## src/rtl/gain_ramp_pkg.sv

```systemverilog
// Shared types, constants and arithmetic helpers for the audio gain path.
package abies_audio_pkg;

    localparam int GAIN_W = 8;

    typedef logic [GAIN_W-1:0] gain_t;

    localparam gain_t GAIN_UNITY = gain_t'(1 << (GAIN_W - 1));
    localparam gain_t GAIN_MAX   = '1;

    typedef enum logic {
        DEB_STABLE,
        DEB_COUNTING
    } deb_state_t;

    // Round half up while dropping gw-1 fraction bits, then clamp to a signed dw-bit range.
    function automatic logic signed [63:0] sat_round(
        input logic signed [63:0] prod,
        input int                 dw,
        input int                 gw
    );
        logic signed [63:0] rnd;
        logic signed [63:0] hi;
        logic signed [63:0] lo;
        rnd = (prod + (64'sd1 <<< (gw - 2))) >>> (gw - 1);
        hi  = (64'sd1 <<< (dw - 1)) - 64'sd1;
        lo  = -(64'sd1 <<< (dw - 1));
        if (rnd > hi) begin
            return hi;
        end else if (rnd < lo) begin
            return lo;
        end
        return rnd;
    endfunction

endpackage

```

## src/rtl/gain_ramp_if.sv

```systemverilog
// Sample path between the sample source, the gain stage and the I2S transmitter.
interface gain_ramp_if #(
    parameter int DW = 24
);
    logic                 rd_en;
    logic                 ce;
    logic                 in_valid;
    logic signed [DW-1:0] in_sample;
    logic                 out_valid;
    logic signed [DW-1:0] out_sample;

    modport master (
        output rd_en,
        output in_valid,
        output in_sample,
        input  ce,
        input  out_valid,
        input  out_sample
    );

    modport slave (
        input  rd_en,
        input  in_valid,
        input  in_sample,
        output ce,
        output out_valid,
        output out_sample
    );

endinterface

```

## src/rtl/gain_ramp_btn_debounce.sv

```systemverilog
// Two-flop synchroniser followed by a counting debouncer; emits the settled level and a one-cycle rise pulse.
module btn_debounce
    import abies_audio_pkg::*;
#(
    parameter int DEB_CYCLES = 65536
) (
    input  logic clk,
    input  logic rst,
    input  logic btn,
    output logic level,
    output logic rise
);

    localparam int CW = (DEB_CYCLES > 1) ? $clog2(DEB_CYCLES) : 1;
    localparam logic [CW-1:0] LAST = CW'(DEB_CYCLES - 1);

    logic [1:0]    sync_q;
    logic          sync_btn;
    deb_state_t    state_q;
    deb_state_t    state_d;
    logic [CW-1:0] count_q;
    logic [CW-1:0] count_d;
    logic          level_d;
    logic          rise_d;

    assign sync_btn = sync_q[1];

    always_ff @(posedge clk or negedge rst) begin
        if (!rst) begin
            sync_q <= '0;
        end else begin
            sync_q <= {sync_q[0], btn};
        end
    end

    always_ff @(posedge clk or negedge rst) begin
        if (!rst) begin
            state_q <= DEB_STABLE;
            count_q <= '0;
            level   <= 1'b0;
            rise    <= 1'b0;
        end else begin
            state_q <= state_d;
            count_q <= count_d;
            level   <= level_d;
            rise    <= rise_d;
        end
    end

    // Any return to the settled level during counting throws the partial count away.
    always_comb begin
        state_d = state_q;
        count_d = count_q;
        level_d = level;
        rise_d  = 1'b0;
        case (state_q)
            DEB_STABLE: begin
                count_d = '0;
                if (sync_btn != level) begin
                    state_d = DEB_COUNTING;
                end
            end
            DEB_COUNTING: begin
                if (sync_btn == level) begin
                    state_d = DEB_STABLE;
                    count_d = '0;
                end else if (count_q == LAST) begin
                    state_d = DEB_STABLE;
                    count_d = '0;
                    level_d = sync_btn;
                    rise_d  = sync_btn;
                end else begin
                    count_d = count_q + 1'b1;
                end
            end
            default: begin
                state_d = DEB_STABLE;
                count_d = '0;
            end
        endcase
    end

endmodule

```

## src/rtl/gain_ramp.sv

```systemverilog
// Forwards sample requests upstream and scales returned samples by a button-controlled gain that ramps one LSB per sample.
module gain_ramp
    import abies_audio_pkg::*;
#(
    parameter int DW         = 24,
    parameter int GW         = GAIN_W,
    parameter int GAIN_RESET = 16,
    parameter int GAIN_STEP  = 16,
    parameter int DEB_CYCLES = 65536
) (
    input  logic        clk,
    input  logic        rst,
    gain_ramp_if.slave  bus,
    input  logic        btn_up,
    input  logic        btn_dn,
    input  logic        mute,
    output gain_t       gain
);

    localparam int    PW        = DW + GW + 1;
    localparam gain_t GAIN_INIT = gain_t'(GAIN_RESET);

    logic                 up_rise;
    logic                 dn_rise;
    gain_t                saved_target;
    gain_t                saved_next;
    gain_t                target;
    int                   stepped;
    logic signed [GW:0]   gain_s;
    logic signed [PW-1:0] prod_q;
    logic                 valid_q;

    assign bus.ce = bus.rd_en;
    assign gain_s = {1'b0, gain};

    btn_debounce #(
        .DEB_CYCLES (DEB_CYCLES)
    ) u_deb_up (
        .clk   (clk),
        .rst   (rst),
        .btn   (btn_up),
        .level (),
        .rise  (up_rise)
    );

    btn_debounce #(
        .DEB_CYCLES (DEB_CYCLES)
    ) u_deb_dn (
        .clk   (clk),
        .rst   (rst),
        .btn   (btn_dn),
        .level (),
        .rise  (dn_rise)
    );

    // Presses keep updating the saved target while muted so unmuting restores the latest choice.
    always_comb begin
        saved_next = saved_target;
        stepped    = 0;
        if (up_rise && !dn_rise) begin
            stepped    = int'(saved_target) + GAIN_STEP;
            saved_next = (stepped > int'(GAIN_MAX)) ? GAIN_MAX : gain_t'(stepped);
        end else if (dn_rise && !up_rise) begin
            stepped    = int'(saved_target) - GAIN_STEP;
            saved_next = (stepped < 0) ? '0 : gain_t'(stepped);
        end
    end

    always_ff @(posedge clk or negedge rst) begin
        if (!rst) begin
            saved_target <= GAIN_INIT;
            target       <= GAIN_INIT;
        end else begin
            saved_target <= saved_next;
            target       <= mute ? '0 : saved_next;
        end
    end

    always_ff @(posedge clk or negedge rst) begin
        if (!rst) begin
            gain <= GAIN_INIT;
        end else if (bus.in_valid) begin
            if (gain < target) begin
                gain <= gain + 1'b1;
            end else if (gain > target) begin
                gain <= gain - 1'b1;
            end
        end
    end

    // The multiply sees the gain from before this sample's ramp step.
    always_ff @(posedge clk or negedge rst) begin
        if (!rst) begin
            prod_q         <= '0;
            valid_q        <= 1'b0;
            bus.out_valid  <= 1'b0;
            bus.out_sample <= '0;
        end else begin
            valid_q       <= bus.in_valid;
            bus.out_valid <= valid_q;
            if (bus.in_valid) begin
                prod_q <= PW'(bus.in_sample) * PW'(gain_s);
            end
            if (valid_q) begin
                bus.out_sample <= DW'(sat_round(64'(prod_q), DW, GW));
            end
        end
    end

endmodule

```

## src/flat_wrapper.sv

```systemverilog
// flat-port wrapper written by rule: the top's interface ports become plain ports
module gain_ramp_flat import abies_audio_pkg::*;
#(
    parameter int DW         = 24,
    parameter int GW         = GAIN_W,
    parameter int GAIN_RESET = 16,
    parameter int GAIN_STEP  = 16,
    parameter int DEB_CYCLES = 65536
)
  (clk, rst, btn_up, btn_dn, mute, gain, bus_rd_en, bus_in_valid, bus_in_sample, bus_ce, bus_out_valid, bus_out_sample);
  gain_ramp_if #(.DW(DW)) bus_i ();
  input  logic clk;
  input  logic rst;
  input  logic btn_up;
  input  logic btn_dn;
  input  logic mute;
  output gain_t gain;
  input wire logic [$bits(bus_i.rd_en)-1:0] bus_rd_en;
  input wire logic [$bits(bus_i.in_valid)-1:0] bus_in_valid;
  input wire logic [$bits(bus_i.in_sample)-1:0] bus_in_sample;
  output wire logic [$bits(bus_i.ce)-1:0] bus_ce;
  output wire logic [$bits(bus_i.out_valid)-1:0] bus_out_valid;
  output wire logic [$bits(bus_i.out_sample)-1:0] bus_out_sample;
  assign bus_i.rd_en = bus_rd_en;
  assign bus_i.in_valid = bus_in_valid;
  assign bus_i.in_sample = bus_in_sample;
  assign bus_ce = bus_i.ce;
  assign bus_out_valid = bus_i.out_valid;
  assign bus_out_sample = bus_i.out_sample;
  gain_ramp #(.DW(DW), .GW(GW), .GAIN_RESET(GAIN_RESET), .GAIN_STEP(GAIN_STEP), .DEB_CYCLES(DEB_CYCLES)) u_core (.clk(clk), .rst(rst), .bus(bus_i), .btn_up(btn_up), .btn_dn(btn_dn), .mute(mute), .gain(gain));
endmodule
```

## config.mk

```make
export PLATFORM = sky130hd
export DESIGN_NAME = gain_ramp_flat
export DESIGN_NICKNAME = d
export VERILOG_FILES = /design/src/rtl/gain_ramp_pkg.sv /design/src/rtl/gain_ramp_if.sv /design/src/rtl/gain_ramp_btn_debounce.sv /design/src/rtl/gain_ramp.sv /design/src/flat_wrapper.sv
export SDC_FILE = /design/constraint.sdc
export NUM_CORES = 1
export LEC_CHECK = 0
export BUFFER_PORTS_ARGS = -buffer_cell sky130_fd_sc_hd__buf_2
export CAP_MARGIN = 15
export CORE_AREA = 2 2 141 143
export DETAILED_ROUTE_END_ITERATION = 7
export DIE_AREA = 0 0 143 145
export PLACE_DENSITY = 0.82
export SYNTH_ARGS = -nofsm -noshare
export SYNTH_HDL_FRONTEND = slang
export SYNTH_SLANG_ARGS = --single-unit
```

## constraint.sdc

```tcl
create_clock -name clk -period 12.6 [get_ports clk]
set_input_delay 2.52 -clock clk [delete_from_list [all_inputs] [get_ports clk]]
set_output_delay 2.52 -clock clk [all_outputs]
set_load 0.02 [all_outputs]
```

==> out/metrics.csv <==
stage;metric;value;unit
cts;cts_tree;done;
global_routing;antenna_found_initial;0;
critical_path;r2r-start;u_core.gain[4]$_DFFE_PN1P_;
detailed_routing;ant_nets;0;
finish;drive_gt1_frac;0.105;
finish;utilization;0.697;
critical_path;cpMaxStageDelayCell;fa_1;
critical_path;max_stage_delay;0.56;ns
cts;cts_hold_buf;0;
sta;setup_viol;0;
cts;cts_resized;0;
yosys;synth_area;12200;sq um
sta;worstMarginPinSlew;1.04;ns
critical_path;endpoint_kind;register;
detailed_routing;drcViolationCount;0;
critical_path;startpoint_type;input pin;
yosys;synth_top_cell_by_area;fa_1;
place;gp_congestion;0.900;
sta;slew_headroom;0.305;
sta;drv_slew;0;
sta;skew;0.00667;ns
worst_hold_path;min_from;u_core.u_deb_dn.sync_q[0]$_DFF_PN0_;
sta;rsz0062_at_grt;false;
detailed_routing;drt-total-wl;26100;microns
critical_path;rr_endpoint;u_core.prod_q[16]$_DFFE_PN0P_;
critical_path;crit_chain;buf_2 -> nand2_1 -> fa_1 -> inv_1 -> fa_1 -> fa_1 -> inv_1 -> fa_1 -> inv_1 -> ha_1 -> a21oi_1 -> a31oi_1 -> a211oi_1 -> o21bai_1 -> a21oi_1 -> o21ai_0 -> xor2_1 -> mux2_2;
detailed_routing;drt_first_pass_iters;5;
place;hpwlAfterDp;19500;microns
critical_path;path_buf_inv;4;
cts;clock-sinks;119;
cts;cts_post_setup_buffers_inserted;0;
die;fp.coreArea;19200;sq um
sta;finalSetupTns;0;ns
yosys;ys_seq_area_frac;0.244;
critical_path;r2r_cells;17;
place;io_buffers;62;
sta;timing.final.crit_share;0.560;
outcome;status;completed;
yosys;synthCells;1319;
sta;max_clock_freq;0.142;GHz
yosys;ys_types;59;
finish;fillers;1456;
yosys;synth_edf_count;0;
global_routing;grt_pass1_vias;9754;
detailed_routing;drt_iter0_markers;455;
die;io_pins;65;
yosys;post-synth-top-count-cell;inv_1;
detailed_routing;wl_per_cell;15.8;microns
critical_path;required;12.90;ns
yosys;synth_top_area_share;0.246;
global_routing;grt_overflow;0;
yosys;async_reset_ff_frac;1.00;
finish;antennaDiodeCount;0;
critical_path;crit_fanout;8;
cts;clock_latency;0.41;ns
critical_path;crit_top_cell;fa_1;
worst_hold_path;min_path_cells;0;
worst_hold_path;worstHoldPathType;reg -> reg;
cts;cts.path.max_buffers;2;
sta;finalHoldViolCount;0;
yosys;yosysWarnings;0;
detailed_routing;vias;9099;
global_routing;grt_pass1_wl;45500;microns
critical_path;timing.critical_path.arrival;7.36;ns
critical_path;r2r_slack;6.80;ns
run;cap_violations;0;
detailed_routing;via_per_inst;5.51;
yosys;ys_top_cells_by_count;244 x inv_1, 150 x fa_1, 143 x nand2_1;
sta;fin_crit;7.06;ns
worst_hold_path;min_to;u_core.u_deb_dn.sync_q[1]$_DFF_PN0_;
finish;areaGrowthSynthToFinish;9.59;%
yosys;syn-num-nets;1581;
die;die_area;20700;sq um
die;row_count;51;
finish;finalNetCount;1634;
die;die_h;145;microns
yosys;avgSynthCellArea;9.26;sq um
yosys;synth_ff_type;dfrtp_1;
cts;root_buffer;clkbuf_16;
critical_path;worstSetupPathType;in -> reg;
cts;clk_pin_slew_worst_paths;0.05;ns
yosys;netlist_top_cells_area;fa_1 25%, dfrtp_1 24%, ha_1 8.3%;
global_routing;grtUsageTotal;0.273;
critical_path;cpLargestDelayFamily;adder cells;
yosys;ys_seq_elements;119;
die;start_util;0.636;
die;die_w;143;microns
cts;htree_num_levels;4;
global_routing;grt_max_degree;69;
cts;numCtsBuffers;17;
cell usage in the layout (no fill, tap or decap), types with 18 or more instances in the layout:
master   instances
a21oi_1         35
nand2_1        143
xnor2_1         38
mux2_2          27
nand4_1         18
inv_1          244
buf_2           61
dfrtp_1        116
fa_1           150
nand3_1         37
o21ai_0         24
and2_1          93
nor2_1          88
ha_1            81
xor2_1          47
o22a_1          23
layout make-up:
class                           instances  area (sq um)  share of cell area
Clock buffer                           22           484              0.0362
Clock inverter                         10           166              0.0124
Inverter                              244           916              0.0684
Multi-Input combinational cell        921          8150               0.608
Sequential cell                       119          2980               0.223
Tap cell                              265           332              0.0248
Timing Repair Buffer                   69           365              0.0273
kinds of logic (layout without fill, tap and decap cells):
logic type,Yosys count,in the layout,synth area share
xor gates and xnor gates,85,85,0.0609
DFF,119,119,0.244
muxes,28,28,0.0257
buffers and inverters,279,345,0.0893
and+or+nand+nor,442,442,0.177
adders and majority gates,231,231,0.329
AOI/OAI and AO/OA,135,135,0.0742
state kept, by name (all words and copies together) (netlist names), 2 cells and up:
name	flops
u_core.bus.out_sample	24
u_core.gain	8
u_core.prod_q	27
u_core.saved_target	8
u_core.target	8
u_core.u_deb_dn.count_q	16
u_core.u_deb_dn.sync_q	2
u_core.u_deb_up.count_q	16
u_core.u_deb_up.sync_q	2
per-layer routing:
layer,share of wire,global-route usage,vias up
li1,-,-,4251
met1,0.41,0.343,4542
met2,0.52,0.472,244
met3,0.043,0.0465,62
met4,0.027,0.0970,0
met5,0,0,-
metrics by stage:
stage               hold slack [ns]  instances  instance area [sq um]  setup WS [ns]
floorplan                     0.331       1319                  12200           5.75
global route                  0.354       1650                  13400           5.27
detailed placement            0.341       1618                  12700           5.18
global placement              0.343       1618                  12700           5.33
CTS                           0.354       1650                  13400           5.60
finish                        0.350       1650                  13400           5.54
worst max path at each step:
stage / slack (ns) / from / endpoint / cells after the start
2_1_floorplan: 5.75 / bus_in_sample[10] / u_core.prod_q[27]$_DFFE_PN0P_ / 16
3_3_place_gp: 5.33 / bus_in_sample[4] / u_core.prod_q[16]$_DFFE_PN0P_ / 18
3_5_place_dp: 5.18 / bus_in_sample[5] / u_core.prod_q[16]$_DFFE_PN0P_ / 18
4_1_cts: 5.60 / bus_in_sample[5] / u_core.prod_q[16]$_DFFE_PN0P_ / 18
5_1_grt: 5.27 / bus_in_sample[5] / u_core.prod_q[16]$_DFFE_PN0P_ / 18
6_report: 5.54 / bus_in_sample[5] / u_core.prod_q[16]$_DFFE_PN0P_ / 18
Power is not shown: default switching activity piles up to over one toggle a cycle in this logic, so the estimate is an artifact.
